[src/rtl/note_classifier_pkg.sv]
`timescale 1ns/1ps
`default_nettype none
// ============================================================================
// note_pkg
//   Period bounds, note centres, tune codes and FSM encoding for note_classifier.
//   Revision: 1.0
// ============================================================================
package note_pkg;

    // Period bounds in 100 MHz cycles; note i owns [E[i+1], E[i]).
    localparam int unsigned E [0:7] = '{
        393420, 360770, 321410, 294730, 270270, 240790, 214520, 196720
    };

    localparam int unsigned CENTER [0:6] = '{
        382226, 340530, 303372, 286344, 255102, 227273, 202478
    };

    localparam logic [2:0] NO_NOTE = 3'd7;

    localparam logic [1:0] TUNE_OK    = 2'b00;
    localparam logic [1:0] TUNE_SHARP = 2'b01;
    localparam logic [1:0] TUNE_FLAT  = 2'b10;

    typedef logic [1:0] state_t;

    localparam state_t ST_IDLE     = 2'd0;
    localparam state_t ST_MEASURE  = 2'd1;
    localparam state_t ST_CLASSIFY = 2'd2;
    localparam state_t ST_REPORT   = 2'd3;

    // Centre period of note n; NO_NOTE maps to 0 so the lookup stays in range.
    function automatic int unsigned center_of(input logic [2:0] n);
        int unsigned c;
        c = 0;
        for (int i = 0; i < 7; i++) begin
            if (n == 3'(i)) begin
                c = CENTER[i];
            end
        end
        return c;
    endfunction

endpackage
`default_nettype wire

[src/rtl/note_classifier_sig_edge_detect.sv]
`timescale 1ns/1ps
`default_nettype none
// ============================================================================
// sig_edge_detect
//   Two-flop synchronizer for the comparator output plus a registered
//   one-cycle rising-edge pulse.
//   Revision: 1.0
// ============================================================================
module sig_edge_detect (
    input  logic clk,
    input  logic rst,
    input  logic sig_in,
    output logic rise
);

    logic r_meta;
    logic r_sync;
    logic r_prev;

    always_ff @(posedge clk) begin
        if (rst) begin
            r_meta <= 1'b0;
            r_sync <= 1'b0;
            r_prev <= 1'b0;
            rise   <= 1'b0;
        end else begin
            r_meta <= sig_in;
            r_sync <= r_meta;
            r_prev <= r_sync;
            rise   <= r_sync & ~r_prev;
        end
    end

endmodule
`default_nettype wire

[src/rtl/note_classifier.sv]
`timescale 1ns/1ps
`default_nettype none
// ============================================================================
// note_classifier
//   Measures the period of the conditioned audio square wave, classifies it
//   as one of C4..B4 and reports tuning once the note has been stable.
//   Revision: 1.0
// ============================================================================
module note_classifier
    import note_pkg::*;
#(
    parameter int STABLE_N = 3,
    parameter int CNT_W    = 20
) (
    input  logic       clk,
    input  logic       rst,
    input  logic       sig_in,
    output logic [2:0] digit,
    output logic [1:0] tune,
    output logic       note_valid
);

    localparam logic [CNT_W-1:0] c_cnt_max  = CNT_W'(E[0]);
    localparam logic [CNT_W-1:0] c_one      = CNT_W'(1);
    localparam logic [2:0]       c_stable   = 3'(STABLE_N);
    localparam logic [2:0]       c_last_idx = 3'd6;

    logic             w_rise;
    logic [CNT_W-1:0] w_hi;
    logic [CNT_W-1:0] w_lo;
    logic             w_hit;
    logic [CNT_W-1:0] w_center;
    logic [CNT_W-1:0] w_band;
    logic [1:0]       w_tune;
    logic [2:0]       w_match_next;

    state_t           r_state;
    logic [CNT_W-1:0] r_cnt;
    logic [CNT_W-1:0] r_period;
    logic [2:0]       r_idx;
    logic [2:0]       r_note;
    logic             r_in_range;
    logic [2:0]       r_cand;
    logic [2:0]       r_match_cnt;

    sig_edge_detect u_edge (
        .clk    (clk),
        .rst    (rst),
        .sig_in (sig_in),
        .rise   (w_rise)
    );

    // Scan window for the current index plus tune/stability of the last result.
    always_comb begin
        w_hi     = CNT_W'(E[r_idx]);
        w_lo     = CNT_W'(E[r_idx + 3'd1]);
        w_hit    = (r_period >= w_lo) && (r_period < w_hi);

        w_center = CNT_W'(center_of(r_note));
        w_band   = w_center >> 7;
        if (r_period > (w_center + w_band)) begin
            w_tune = TUNE_FLAT;
        end else if (r_period < (w_center - w_band)) begin
            w_tune = TUNE_SHARP;
        end else begin
            w_tune = TUNE_OK;
        end

        if (r_note == r_cand) begin
            w_match_next = (r_match_cnt >= c_stable) ? c_stable : (r_match_cnt + 3'd1);
        end else begin
            w_match_next = 3'd1;
        end
    end

    always_ff @(posedge clk) begin
        if (rst) begin
            r_state     <= ST_IDLE;
            r_cnt       <= '0;
            r_period    <= '0;
            r_idx       <= 3'd0;
            r_note      <= NO_NOTE;
            r_in_range  <= 1'b0;
            r_cand      <= NO_NOTE;
            r_match_cnt <= 3'd0;
            digit       <= NO_NOTE;
            tune        <= TUNE_OK;
            note_valid  <= 1'b0;
        end else begin
            // Free-running period counter, restarted by every detected edge.
            if (w_rise) begin
                r_cnt <= c_one;
            end else if (r_cnt != c_cnt_max) begin
                r_cnt <= r_cnt + c_one;
            end

            case (r_state)
                ST_IDLE: begin
                    if (w_rise) begin
                        r_state <= ST_MEASURE;
                    end
                end

                ST_MEASURE: begin
                    if (w_rise) begin
                        r_period <= r_cnt;
                        r_idx    <= 3'd0;
                        r_state  <= ST_CLASSIFY;
                    end else if (r_cnt == c_cnt_max) begin
                        digit       <= NO_NOTE;
                        tune        <= TUNE_OK;
                        note_valid  <= 1'b0;
                        r_cand      <= NO_NOTE;
                        r_match_cnt <= 3'd0;
                        r_state     <= ST_IDLE;
                    end
                end

                ST_CLASSIFY: begin
                    if (w_rise) begin
                        r_cand      <= NO_NOTE;
                        r_match_cnt <= 3'd0;
                        r_state     <= ST_MEASURE;
                    end else if (w_hit) begin
                        r_note     <= r_idx;
                        r_in_range <= 1'b1;
                        r_state    <= ST_REPORT;
                    end else if (r_idx == c_last_idx) begin
                        r_in_range <= 1'b0;
                        r_state    <= ST_REPORT;
                    end else begin
                        r_idx <= r_idx + 3'd1;
                    end
                end

                ST_REPORT: begin
                    r_state <= ST_MEASURE;
                    if (w_rise || !r_in_range) begin
                        r_cand      <= NO_NOTE;
                        r_match_cnt <= 3'd0;
                    end else begin
                        r_cand      <= r_note;
                        r_match_cnt <= w_match_next;
                        if (w_match_next == c_stable) begin
                            digit      <= r_note;
                            tune       <= w_tune;
                            note_valid <= 1'b1;
                        end
                    end
                end

                default: begin
                    r_state <= ST_IDLE;
                end
            endcase
        end
    end

endmodule
`default_nettype wire

[config.mk]
export PLATFORM = sky130hd
export DESIGN_NAME = note_classifier
export DESIGN_NICKNAME = d
export VERILOG_FILES = /design/src/rtl/note_classifier_pkg.sv /design/src/rtl/note_classifier_sig_edge_detect.sv /design/src/rtl/note_classifier.sv
export SDC_FILE = /design/constraint.sdc
export NUM_CORES = 1
export LEC_CHECK = 0
export CAP_MARGIN = 15
export CORE_ASPECT_RATIO = 0.75
export CORE_MARGIN = 2
export CORE_UTILIZATION = 58
export CTS_CLUSTER_SIZE = 12
export DETAILED_ROUTE_END_ITERATION = 12
export GPL_TIMING_DRIVEN = 0
export PLACE_DENSITY_LB_ADDON = 0.15
export SLEW_MARGIN = 20
export SYNTH_ARGS = -nofsm -noshare
export SYNTH_HDL_FRONTEND = slang
export SYNTH_HIERARCHICAL = 1
export SYNTH_SLANG_ARGS = --single-unit
[constraint.sdc]
create_clock -name clk -period 4.1 [get_ports clk]
set_clock_uncertainty 0.05 [all_clocks]
set_input_delay 0.82 -clock clk [delete_from_list [all_inputs] [get_ports clk]]
set_output_delay 0.82 -clock clk [all_outputs]
set_load 0.03 [all_outputs]
==> summary.md <==
| Metric | Value |
|---|---|
| DR top layer | `met4` |
| Most common cell after layout, fill and taps aside | `nand2_1` |
| Worst reg2reg path startpoint | `r_note[2]` |
| Routed WL | `18.2 mm` |
| CP Launch Point | `r_note[2]` |
| Placed Instance Area | `6030 sq um` |
| Yosys warns | `6` |
| Iter 0 DRT Violations | `about 650` |
| Largest net degree at the start of global routing | `14` |
| Top FF cell, synth | `dfxtp_1` |
| Nets@finish | `907` |
| Met2 WL post-DR | `7.26 mm` |
| Multi-input logic area | `4500 sq um` |
| CP Class | `flop to flop` |
| Worst path slowest cell | `nor4_4` |
| Async SR Flop Fraction | `0` |
| Worst EP arrival | `~4500 ps` |
| Crit. End Element | `flop` |
| Hold endpoint | `u_edge/rise` |
| Crit path cell chain | `clkbuf_16 > xnor2_4 > nand2_1 > a21boi_4 > ha_4 > inv_4 > a221o_1 > a211oi_2 > o21bai_2 > a21oi_2 > buf_4 > buf_4 > buf_4 > o21ai_1 > xor2_1 > ha_1 > nand4_1 > nor4_4 > o31ai_2 > nand4_1 > o21ai_1` |
| Vias in the first global route | `between 5000 and 6000` |
| Post-synth EDFFs | `0` |
| Finished Cell Area | `7020 sq um` |
| Area grow syn2layout | `21.4%` |
| DP HPWL | `13.4 mm` |
| Tot Pwr | `1.46 mW` |
| Antenna violations before repair | `0` |
| Leakage | `3.11 nW` |
| Grt total ovfl | `0` |
| CP dominant cell by count | `buf_4` |
| Min-delay src | `u_edge/r_prev` |
| H-Tree Depth | `3` |
| Vias | `5896` |
| Routed wl met3 | `2.12 mm` |
| Final ANT Viol Nets | `0` |
| Core footprint | `9660 sq um` |
| Diode count | `0` |
| GR Util All Layers | `0.331` |
| Area of the die | `10800 sq um` |
| Drt drc | `0` |
| Worst-path maximum fanout | `6` |
| Reg2reg end | `tune[0]` |
| Worst slew margin | `0.465` |
| Count of cell types in the netlist | `66` |
| Violated checks | `setup timing` |
| Max-slew violation count | `0` |
| Clk slew on worst S/H paths | `roughly 60 ps` |
| PwrDens | `208 nW/um^2` |
| Crit-path leading delay family | `compound AO/OA/AOI/OAI gates` |
| Root Buffer | `clkbuf_16` |
| Worst Path Required | `~4300 ps` |
| DRT Pass-1 Iters | `5` |
| CTS max path bufs | `2` |
| Final Critical Period | `about 4300 ps` |
| Final Setup Violations | `2` |
| Clock Latency Late Sink | `~330 ps` |
| Final WS setup | `-210 ps` |
| Cell Area, Synth | `5780 sq um` |
| Synthesized Nets | `861` |
| Rows | `31` |
| Post-DR wirelength/cell | `19.4 um` |
| Hold Crit Class | `flop to flop` |
| Die Wd | `approximately 120 um` |
| CTS sink cnt | `65` |
| Flops & latches, synth | `65` |
| Actual slew at the worst max-slew pin | `780 ps` |
| Post-synthesis cell count | `~760` |
| Startpoint class of the critical path | `flop` |
| Fill cells | `754` |
| Reg2Reg Setup Slack | `-210 ps` |
| Sequential Area | `1310 sq um` |
| Status | `finished with violations` |
| Period utilisation layout | `1.05` |
| WL met1 | `8.41 mm` |
| Die H | `90.5 um` |
| RSZ-0062 raised after global routing | `true` |
| Critical Path Max Stage Delay | `460 ps` |
| Top Ports | `9` |
| CTS tree | `yes` |
| Worst VDD drop | `about 0.22 mV` |
| Maximum clock rate | `~230 MHz` |
| Initial Util | `0.599` |
| Hold Path Stages | `1` |
| Share of layout cells above drive strength 1 | `0.152` |
| Global-route wire length before repair | `between 20 and 30 mm` |
| Sequential share of the synthesized area | `0.225` |
| WP buf/inv | `5` |
| CTS buffer count | `9` |
| R2R cell count | `21` |
| Final hold viol count | `0` |
| Commonest cells after routing, fill and taps aside | `nand2_1 (108), ha_1 (95), a21oi_1 (81), nor2_1 (65), dfxtp_1 (62)` |
| Max-cap check violation count | `0` |
| PortBufs | `8` |
| Avg Cell Area, Syn | `7.65 sq um` |
| Gpl congestion | `just over 1` |
| Avg Vias per Cell | `6.28` |
-- final cells by class --
class | count | share of cell area
Clock inverter | 7 | 0.0109
Sequential cell | 65 | 0.186
Multi-Input combinational cell | 616 | 0.642
Buffer | 30 | 0.0353
Clock buffer | 9 | 0.0321
Timing Repair Buffer | 40 | 0.0483
Tap cell | 132 | 0.0235
Inverter | 40 | 0.0218
-- cell families (layout without fill, tap and decap cells) --
family / after synthesis / in the layout / synth area share
buf+inv: 75 / 126 / 0.0545
fa+ha+maj: 102 / 102 / 0.222
xor+xnor: 39 / 39 / 0.0591
mux: 9 / 9 / 0.0160
simple gates: 272 / 272 / 0.222
other cells: 1 / 1 / 0.000649
flops: 65 / 65 / 0.225
compound gates: 193 / 193 / 0.201
-- per-stage QoR --
step	hold slack, ps	util	instances	setup WS, ps	TNS (ps)
2_1_floorplan	337	-	756	24.0	0
3_3_place_gp	350	0.624	896	-1270	-2640
3_5_place_dp	348	0.624	896	-1290	-3050
4_1_cts	360	0.712	931	-95.9	-150
5_1_grt	376	0.727	939	-294	-555
6_report	359	0.727	939	-210	-319
-- synth_stat cells, types with 11 or more instances --
library cell,number,area share
a21o_1,12,0.016
nand3_1,11,0.0095
ha_1,101,0.22
clkbuf_1,24,0.016
xor2_1,20,0.030
inv_1,39,0.025
nor2_1,71,0.046
o21ai_0,40,0.035
a21oi_1,86,0.074
nand4_1,15,0.016
dfxtp_1,65,0.23
xnor2_1,19,0.029
nand2_1,109,0.071
-- metal layers --
metal  vias to the layer above  global-route usage
li1                       2765                   -
met1                      2771               0.492
met2                       312               0.462
met3                        48              0.0997
met4                         0              0.0823
met5                         -                   0
-- registers in the layout, summed over array words and instances, names as in the netlist, 2 cells and up --
register and count:
digit 3, r_cand 3, r_cnt 20, r_idx 3
r_match_cnt 3, r_note 3, r_period 20, r_state 2
tune 2
-- power by group --
group          leakage, nW  switching (mW)  internal [mW]
sequential           0.525         0.00374          0.635
combinational         2.45          0.0253         0.0128
clock                0.143           0.304          0.476
total                 3.11           0.333           1.12
-- worst register-to-register path, cell delays in order (launching register included) --
cell	delay [ps]
dfxtp_4	410
clkbuf_16	180
xnor2_4	110
nand2_1	80
a21boi_4	160
ha_4	330
inv_4	50
a221o_1	420
a211oi_2	290
o21bai_2	120
a21oi_2	190
buf_4	130
buf_4	90
buf_4	90
o21ai_1	60
xor2_1	170
ha_1	320
nand4_1	190
nor4_4	460
o31ai_2	120
nand4_1	110
o21ai_1	70
-- timing repair --
| item | 4_1_cts | 5_1_grt |
|---|---|---|
| pin swaps | 24 | 18 |
| endpoints found under the setup margin | 8 | 8 |
| gates resized for setup | 81 | 21 |
| cloned | 0 | 1 |
| buffers inserted | 22 | 9 |
| hold buffers | 0 | 0 |
-- worst max-delay path by stage --
| stage | to | cells past startpoint | slack, ps |
|---|---|---|---|
| 4_1_cts | tune[0] | 20 | -100 |
| 3_5_place_dp | tune[0] | 19 | -1290 |
| 2_1_floorplan | tune[1] | 18 | 20 |
| 5_1_grt | tune[0] | 21 | -290 |
| 6_report | tune[0] | 21 | -210 |
| 3_3_place_gp | tune[0] | 19 | -1270 |
No activity file was read; power rests on OpenSTA's default activity.
